`src/rtl/song_pkg.sv`:
```
// Shared definitions for the song sequencer: order-word field layout,
// order-list address width and the sequencer FSM states.
package song_pkg;

  localparam int ORD_AW       = 4;  // order-list ROM address width
  localparam int ORD_FIELD_W  = 5;  // width of each order-word field
  localparam int ORD_ADDR_LSB = 0;  // bits [4:0]: pattern start address
  localparam int ORD_LEN_LSB  = 5;  // bits [9:5]: pattern length code
  localparam int ORD_WORD_W   = 10;

  typedef struct packed {
    logic [ORD_FIELD_W-1:0] len;
    logic [ORD_FIELD_W-1:0] addr;
  } order_word_t;

  typedef enum logic [2:0] {
    IDLE  = 3'd0,
    FETCH = 3'd1,
    LOAD  = 3'd2,
    PLAY  = 3'd3,
    DONE  = 3'd4
  } state_t;

endpackage

```
`src/rtl/tempo_divider.sv`:
```
// Note-step tempo counter: counts 0..CLK_DIV-1 while run is high and flags
// the terminal count as a tick. clear forces the count back to 0.
module tempo_divider #(
  parameter int CLK_DIV = 4000
) (
  input  logic i_clk,
  input  logic clear,
  input  logic run,
  output logic tick
);

  localparam int CW = (CLK_DIV > 1) ? $clog2(CLK_DIV) : 1;
  localparam logic [CW-1:0] LAST = CW'(CLK_DIV - 1);

  logic [CW-1:0] count;

  assign tick = run && (count == LAST);

  // Free-running modulo-CLK_DIV count, held while not running.
  always_ff @(posedge i_clk) begin
    if (clear)    count <= '0;
    else if (run) count <= (count == LAST) ? '0 : count + CW'(1);
  end

endmodule

```
`src/rtl/song_sequencer.sv`:
```
// Song sequencer: walks an order list of patterns, fetching each entry from
// an external ROM and driving the note sequencer with a step strobe and a
// pattern-load pulse on the first step of every pattern.
// Optional feature: define SONG_SEQUENCER_LOOP_EN to loop the order list
// forever instead of stopping in DONE after the last entry.
module song_sequencer
  import song_pkg::*;
#(
  parameter int CLK_DIV   = 4000,
  parameter int ORDER_LEN = 8
) (
  input  logic                   i_clk,
  input  logic                   i_rst,
  input  logic                   i_enable,
  output logic [ORD_AW-1:0]      o_order_addr,
  input  logic [ORD_WORD_W-1:0]  i_order_data,
  output logic                   o_note_stb,
  output logic [ORD_FIELD_W-1:0] o_new_addr,
  output logic [ORD_FIELD_W-1:0] o_new_pattern_len,
  output logic                   o_new_addr_valid,
  output logic                   o_song_done
);

  localparam logic [ORD_AW-1:0] LAST_IDX = ORD_AW'(ORDER_LEN - 1);

  state_t                 state;
  logic [ORD_AW-1:0]      order_idx;
  logic [ORD_FIELD_W-1:0] step_cnt;
  logic                   first;
  order_word_t            pat;     // entry currently playing
  logic [ORD_FIELD_W-1:0] addr_q;  // last pattern handed to the note sequencer
  logic [ORD_FIELD_W-1:0] len_q;
  logic                   tick;
  logic                   run_cnt;
  logic                   play_tick;
  logic                   last_step;
  logic                   last_entry;

  // Tempo keeps running through FETCH/LOAD so pattern changes cost no time.
  assign run_cnt = (state == FETCH) || (state == LOAD) || (state == PLAY);

  tempo_divider #(.CLK_DIV(CLK_DIV)) u_tempo (
    .i_clk (i_clk),
    .clear (i_rst || (state == IDLE)),
    .run   (run_cnt),
    .tick  (tick)
  );

  // A dropped enable aborts this very cycle, so pulses are qualified by it.
  assign play_tick  = (state == PLAY) && tick && i_enable;
  assign last_step  = (step_cnt == pat.len);
  assign last_entry = (order_idx == LAST_IDX);

  assign o_note_stb        = play_tick;
  assign o_new_addr_valid  = play_tick && first;
  assign o_new_addr        = o_new_addr_valid ? pat.addr : addr_q;
  assign o_new_pattern_len = o_new_addr_valid ? pat.len  : len_q;
  assign o_song_done       = play_tick && last_step && last_entry;

  // Sequencer FSM: fetch entry, load it, play L+1 steps, move to next entry.
  always_ff @(posedge i_clk) begin
    if (i_rst) begin
      state        <= IDLE;
      order_idx    <= '0;
      step_cnt     <= '0;
      first        <= 1'b0;
      pat          <= '0;
      o_order_addr <= '0;
      addr_q       <= '0;
      len_q        <= '0;
    end else if (state != IDLE && !i_enable) begin
      state <= IDLE;
    end else begin
      case (state)
        IDLE: begin
          if (i_enable) begin
            order_idx    <= '0;
            o_order_addr <= '0;
            state        <= FETCH;
          end
        end
        FETCH: state <= LOAD;
        LOAD: begin
          pat.addr <= i_order_data[ORD_ADDR_LSB +: ORD_FIELD_W];
          pat.len  <= i_order_data[ORD_LEN_LSB +: ORD_FIELD_W];
          step_cnt <= '0;
          first    <= 1'b1;
          state    <= PLAY;
        end
        PLAY: begin
          if (tick) begin
            if (first) begin
              addr_q <= pat.addr;
              len_q  <= pat.len;
              first  <= 1'b0;
            end
            if (last_step) begin
              if (last_entry) begin
`ifdef SONG_SEQUENCER_LOOP_EN
                order_idx    <= '0;
                o_order_addr <= '0;
                state        <= FETCH;
`else
                state        <= DONE;
`endif
              end else begin
                order_idx    <= order_idx + ORD_AW'(1);
                o_order_addr <= order_idx + ORD_AW'(1);
                state        <= FETCH;
              end
            end else begin
              step_cnt <= step_cnt + ORD_FIELD_W'(1);
            end
          end
        end
        DONE:    state <= DONE;
        default: state <= IDLE;
      endcase
    end
  end

endmodule

```
`config.mk`:
```
export PLATFORM = sky130hd
export DESIGN_NAME = song_sequencer
export DESIGN_NICKNAME = d
export VERILOG_FILES = /design/src/rtl/song_pkg.sv /design/src/rtl/tempo_divider.sv /design/src/rtl/song_sequencer.sv
export SDC_FILE = /design/constraint.sdc
export NUM_CORES = 1
export LEC_CHECK = 0
export CAP_MARGIN = 20
export CORE_ASPECT_RATIO = 1.25
export CORE_MARGIN = 2
export CORE_UTILIZATION = 56
export DETAILED_ROUTE_END_ITERATION = 12
export PLACE_DENSITY = 0.82
export SLEW_MARGIN = 40
export SYNTH_ARGS = -nofsm -noshare
export SYNTH_HDL_FRONTEND = slang
export SYNTH_HIERARCHICAL = 1
export SYNTH_SLANG_ARGS = --single-unit
```
`constraint.sdc`:
```
create_clock -name i_clk -period 7.5 [get_ports i_clk]
set_input_delay 1.5 -clock i_clk [delete_from_list [all_inputs] [get_ports i_clk]]
set_output_delay 1.5 -clock i_clk [all_outputs]
set_load 0.02 [all_outputs]
```
Yosys cells after proc, flatten, opt, wreduce, memory -nomap -nowiden
Index checks and enable logic that the tools add are counted.
{ "classes": {"eq_ne": 12, "n_addsub": 3, "n_reduce_logical": 22, "muxes": 18, "bitwise_logic": 1} }
{ "op_table": {"columns": ["operator", "n"], "rows": [
  ["two-way mux 5 bit", 4],
  ["two-way mux 4 bit", 4],
  ["one-hot mux 3 bit (5 select lines)", 1],
  ["adder 12 x 1 -> 12 bit (second input constant)", 1],
  ["equality test 12 bit (second input constant)", 1],
  ["two-way mux 12 bit", 1],
  ["two-way mux 3 bit", 4],
  ["inequality test 2 bit (second input constant)", 5],
  ["one-hot mux 5 bit (2 select lines)", 1],
  ["one-hot mux 4 bit (2 select lines)", 1],
  ["AND reduction 4 bit", 2],
  ["logical AND 1 bit", 7],
  ["equality test 3 x 2 -> 1 bit (second input constant)", 2],
  ["AND reduction 3 bit", 2],
  ["AND reduction 6 bit", 1],
  ["adder 5 x 1 -> 5 bit (second input constant)", 1],
  ["equality test 5 bit", 1],
  ["adder 4 x 1 -> 4 bit (second input constant)", 1],
  ["equality test 4 x 3 -> 1 bit (second input constant)", 1],
  ["nonzero test 2 bit", 2],
  ["equality test 3 x 1 -> 1 bit (second input constant)", 1],
  ["equality test 3 bit (second input constant)", 1],
  ["logical NOT 3 bit", 1],
  ["logical OR 1 bit", 3],
  ["7 further kinds", 7]
]} }
{ "totals": {"in_bits": 13, "out_inout_bits": 17, "ff_bits": 45} }

Logic depth before layout (Yosys ltp)
{ "depth": {"depth_word": 8, "ltp_mapped": 12} }

Hierarchy
The synthesis kept the hierarchy.
{ "by_module_without_submodules": {"columns": ["module", "instances", "area_per_inst_um2", "cells_each", "seq_area_each_um2"], "rows": [
  ["song_sequencer", 1, 1525.2, 176, 660.6],
  ["tempo_divider", 1, 621.8, 67, 240.2]
]} }

Worst setup path after synthesis
No wires, ideal clock.
{ "synth_timing": {"kind": "input port to output port", "from": "input i_enable", "to": "output o_song_done", "arrival_time_ns": 2.547, "path_slack_ns": 3.453, "n_path_buf": 0, "stages": 3, "cell_sequence": "nand2_1 or2_4 nor4_1"} }
{ "synth_between": {"elab_chain_len": 3} }
{ "synth_lines": {"columns": ["item", "line_no", "source"], "rows": [
  ["start: declaration", "song_sequencer.sv:14", "input logic i_enable,"],
  ["logical AND 1 bit", "song_sequencer.sv:50", "assign play_tick = (state == PLAY) && tick && i_enable;"],
  ["logical AND 1 bit (2 in a row)", "song_sequencer.sv:58", "assign o_song_done = play_tick && last_step && last_entry;"],
  ["end: declaration", "song_sequencer.sv:21", "output logic o_song_done"]
]} }
No other way between the ends.

Worst setup path in the final report
{ "layout_timing": {"from": "register state[0]", "to": "output o_new_addr[2]"} }
{ "layout_between": {"elab_chain_len": 8, "word_cells_on_any_way": 10, "classes_between": "3 x eq/ne; 1 x mux; 6 x reduce/logical"} }
{ "layout_lines": {"columns": ["item", "line_no", "source"], "rows": [
  ["start: declaration", "song_sequencer.sv:26", "state_t state;"],
  ["start signal: assignment", "song_sequencer.sv:63", "state <= IDLE;"],
  ["start signal: assignment", "song_sequencer.sv:72", "state <= IDLE;"],
  ["start signal: assignment", "song_sequencer.sv:79", "state <= FETCH;"],
  ["equality test 3 x 1 -> 1 bit / equality test 3 x 2 -> 1 bit (equally long branches)", "song_sequencer.sv:40", "assign run_cnt = (state == FETCH) || (state == LOAD) || (state == PLAY);"],
  ["logical OR 1 bit", "song_sequencer.sv:40", null],
  ["logical OR 1 bit (*)", "song_sequencer.sv:40", null],
  ["named net run_cnt", "song_sequencer.sv:34", "logic run_cnt;"],
  ["logical AND 1 bit (*)", "tempo_divider.sv:17", "assign tick = run && (count == LAST);"],
  ["named net tick", "song_sequencer.sv:33", "logic tick;"],
  ["logical AND 1 bit (*) (2 in a row)", "song_sequencer.sv:50", null],
  ["logical AND 1 bit (*)", "song_sequencer.sv:55", "assign o_new_addr_valid = play_tick && first;"],
  ["two-way mux 5 bit (*)", "song_sequencer.sv:56", "assign o_new_addr = o_new_addr_valid ? pat.addr : addr_q;"],
  ["end: declaration", "song_sequencer.sv:18", "output logic [ORD_FIELD_W-1:0] o_new_addr,"]
]} }
The timed path passes the listed nets; every way through them passes the cells marked *.

==> flow_summary.toml <==
[min_path]
hp-start = "pat[2]"
hold_depth = 2
worstHoldEndpoint = "pat[2]"
hp-class = "flop to flop"

[setup_path]
cp_slowest_cell = "nor2_1"
reg2reg_slack_ns = 4.24
cp-end-kind = "primary output"
crit_top_cell = "nor2_1"
critPathLaunch = "state[0]"
required_ns = 6.00
r2r_cells = 8
critPathMaxStageDelay_ns = 0.58
crit_fanout = 11
arrival_ns = 3.85
r2r-start = "state[0]"
r2r-end = "addr_q[1]"
start_kind = "flop"
timing_worst_setup_path_type = "flop to primary output"
worstPathCellList = "nor2_1, nor2_1, nand4bb_1, nor3_1, nand2_1, nor3_4, mux2_2, clkdlybuf4s50_1"

[detailed_routing]
via_count = 1851
drtIter0Drc = 94
totalWireLength_um = 4460
vias_per_cell = 5.95
route.detailed.drc = 0
wl_per_cell_um = 14.3
ant_nets = 0
firstDrtPassIters = 4

[synth]
postSynthCellCount = 243
synthTopCellsByArea = "dfxtp_1, nand2_1, a21oi_1"
yosysWarnings = 6
synth_commonest_cells = "dfxtp_1, nand2_1, a21oi_1, nor2_1"
syn_area_per_cell_sq_um = 8.84
seq_area_frac_synth_pct = 42.0
synth.largest_area_cell = "dfxtp_1"
synth_ff_type = "dfxtp_1"
synth_edf_count = 0
syn_area_sq_um = 2150
ys_ff_latch = 45
synth_top_area_share_pct = 42.0
synth_nets = 259
synth.distinct_cells = 49
yosysMostFrequentCell = "dfxtp_1"
synthArstFlopShare_pct = 0

[pwr]
leakage_uw = 0.000897
p_seq_share_pct = 53.5
p_switching_uw = 95.2
switching_share_pct = 21.0
internal_power_uw = 358
cellPowerDensity_nw_per_um2 = 176
ir_drop_mv = 0.129
clockPowerShare_pct = 41.8
p_total_uw = 453
power_frac_comb_pct = 4.7

[floorplan]
io_pins = 30
coreArea_sq_um = 3720
die_w_um = 59.4
fp-row-count = 25
die_h_um = 73.2
die-area_sq_um = 4350
initial_core_util_pct = 57.7

[sta]
fin_crit_sh_pct = 71.3
tightestPinTransition_ns = 0.736
setup_viol = 0
post-route-min-period_ns = 5.35
skew_ns = 0.00852
setup-tns-final_ns = 0
fmax_ghz = 0.187
fin_hold_ws_ns = 0.461
hold_violations = 0
report.final.slew_viol_count = 0
grt_setup_unrepaired = "false"
relSlewSlack_pct = 50.8

[clock_network]
clock_path_buffers = 2
clk_latency_ns = 0.30
ctsHtreeMaxLevel = 2
clkTransAtPathRegs_ns = 0.08
cts-hold-fix-buffers = 0
cts_buffers = 5
numClockSinks = 45
cts_setup_buffers = 0
cts_tree = "built"
cts-resized-gates = 0
cts-root-buf = "clkbuf_8"

[layout]
fin_area_sq_um = 2570
antenna_cells = 0
nFillCells = 296
drive_gt1_share_pct = 9.59
area_growth_pct = 19.6
num-nets-final = 286
multi_input_area_sq_um = 1190
regArea_sq_um = 901

[grt]
grt_first_pass_wirelength_um = 7610
use_met1_pct = 24.7
met2_usage_pct = 40.8
antenna_found_initial = 0
track_usage_pct = 22.9
grt-busiest-layer = "met2"
grt_pass1_vias = 1822
grt_overflow = 0
grt_max_degree = 21
use_met3_pct = 6.21

[job]
maxCapViolations = 0

[placed_design]
placed_area_sq_um = 2440
gp_congestion = 0.866
place_hpwl_um = 3210
port_buffers = 29

[status]
status = "finished clean"
[per-layer routing]
layer  routed length (um)  part of all wire [%]
met5                    0                     0
met4                   78                   1.7
met3                  178                   4.0
met2                 2310                    52
met1                 1890                    42
[power by group through the flow]
stage,combinational (uW),sequential [uW],clock [uW]
floorplan,13.1,247,0
global placement,20.8,248,0
detailed placement,21.2,248,0
CTS,21.4,242,194
global route,23.5,243,202
finish,21.5,242,189
[flip-flops by register name, summed over array words and instances, names as in the netlist]
name,flops
step_cnt,5
order_idx,4
addr_q,5
len_q,5
first,1
u_tempo/count,12
pat,10
state,3
[cell type report]
class	instances	share of cell area (%)
tap	40	1.95
multi-input combinational	185	46.2
timing repair buffer	29	11.3
clock buffer	6	3.21
clock inverter	2	1.46
sequential	45	35.1
inverter	4	0.779
[cells by family after synthesis]
logic type / Yosys count / synth area share [%]
flip-flops: 45 / 42.0
XOR/XNOR: 9 / 3.67
buffers and inverters: 13 / 3.03
AND/OR/NAND/NOR: 113 / 29.4
multiplexers: 11 / 5.71
AO/OA/AOI/OAI: 49 / 14.5
adder cells (fa/ha/maj): 3 / 1.75
[worst max-delay path by stage]
stage                                       to  slack [ns]  cells after the start
after floorplan                    o_song_done        3.45                      3
after global placement    o_new_pattern_len[1]        2.15                      5
after detailed placement         o_new_addr[2]        2.06                      5
after CTS                        o_new_addr[2]        1.96                      8
after global routing      o_new_pattern_len[4]        1.92                      8
final                            o_new_addr[2]        2.15                      8
[cell usage in the layout, fill, tap and decap left out, drive strengths merged, types with 5 or more instances in the layout]
cell	n
a21oi	24
and2	10
clkbuf	6
clkdlybuf4s50	29
dfxtp	45
mux2	10
nand2	33
nand3	11
nand3b	5
nand4	8
nor2	15
nor3	5
o21ai	10
or3	5
xnor2	6
[worst max-delay path, delay by kind of cell (launching register included)]
family	cells	cell delay, ns
buf+inv	1	0.54
flops	1	0.52
mux	1	0.41
simple gates	6	2.07
[per-stage QoR]
step	cells	setup slack, ns	util [%]
after detailed placement	303	2.06	65.6
after CTS	311	1.96	68.8
after global routing	311	1.92	69.0
after global placement	303	2.15	65.6
final	311	2.15	69.0
after floorplan	243	3.45	-
No activity file was read; power rests on OpenSTA's default activity.
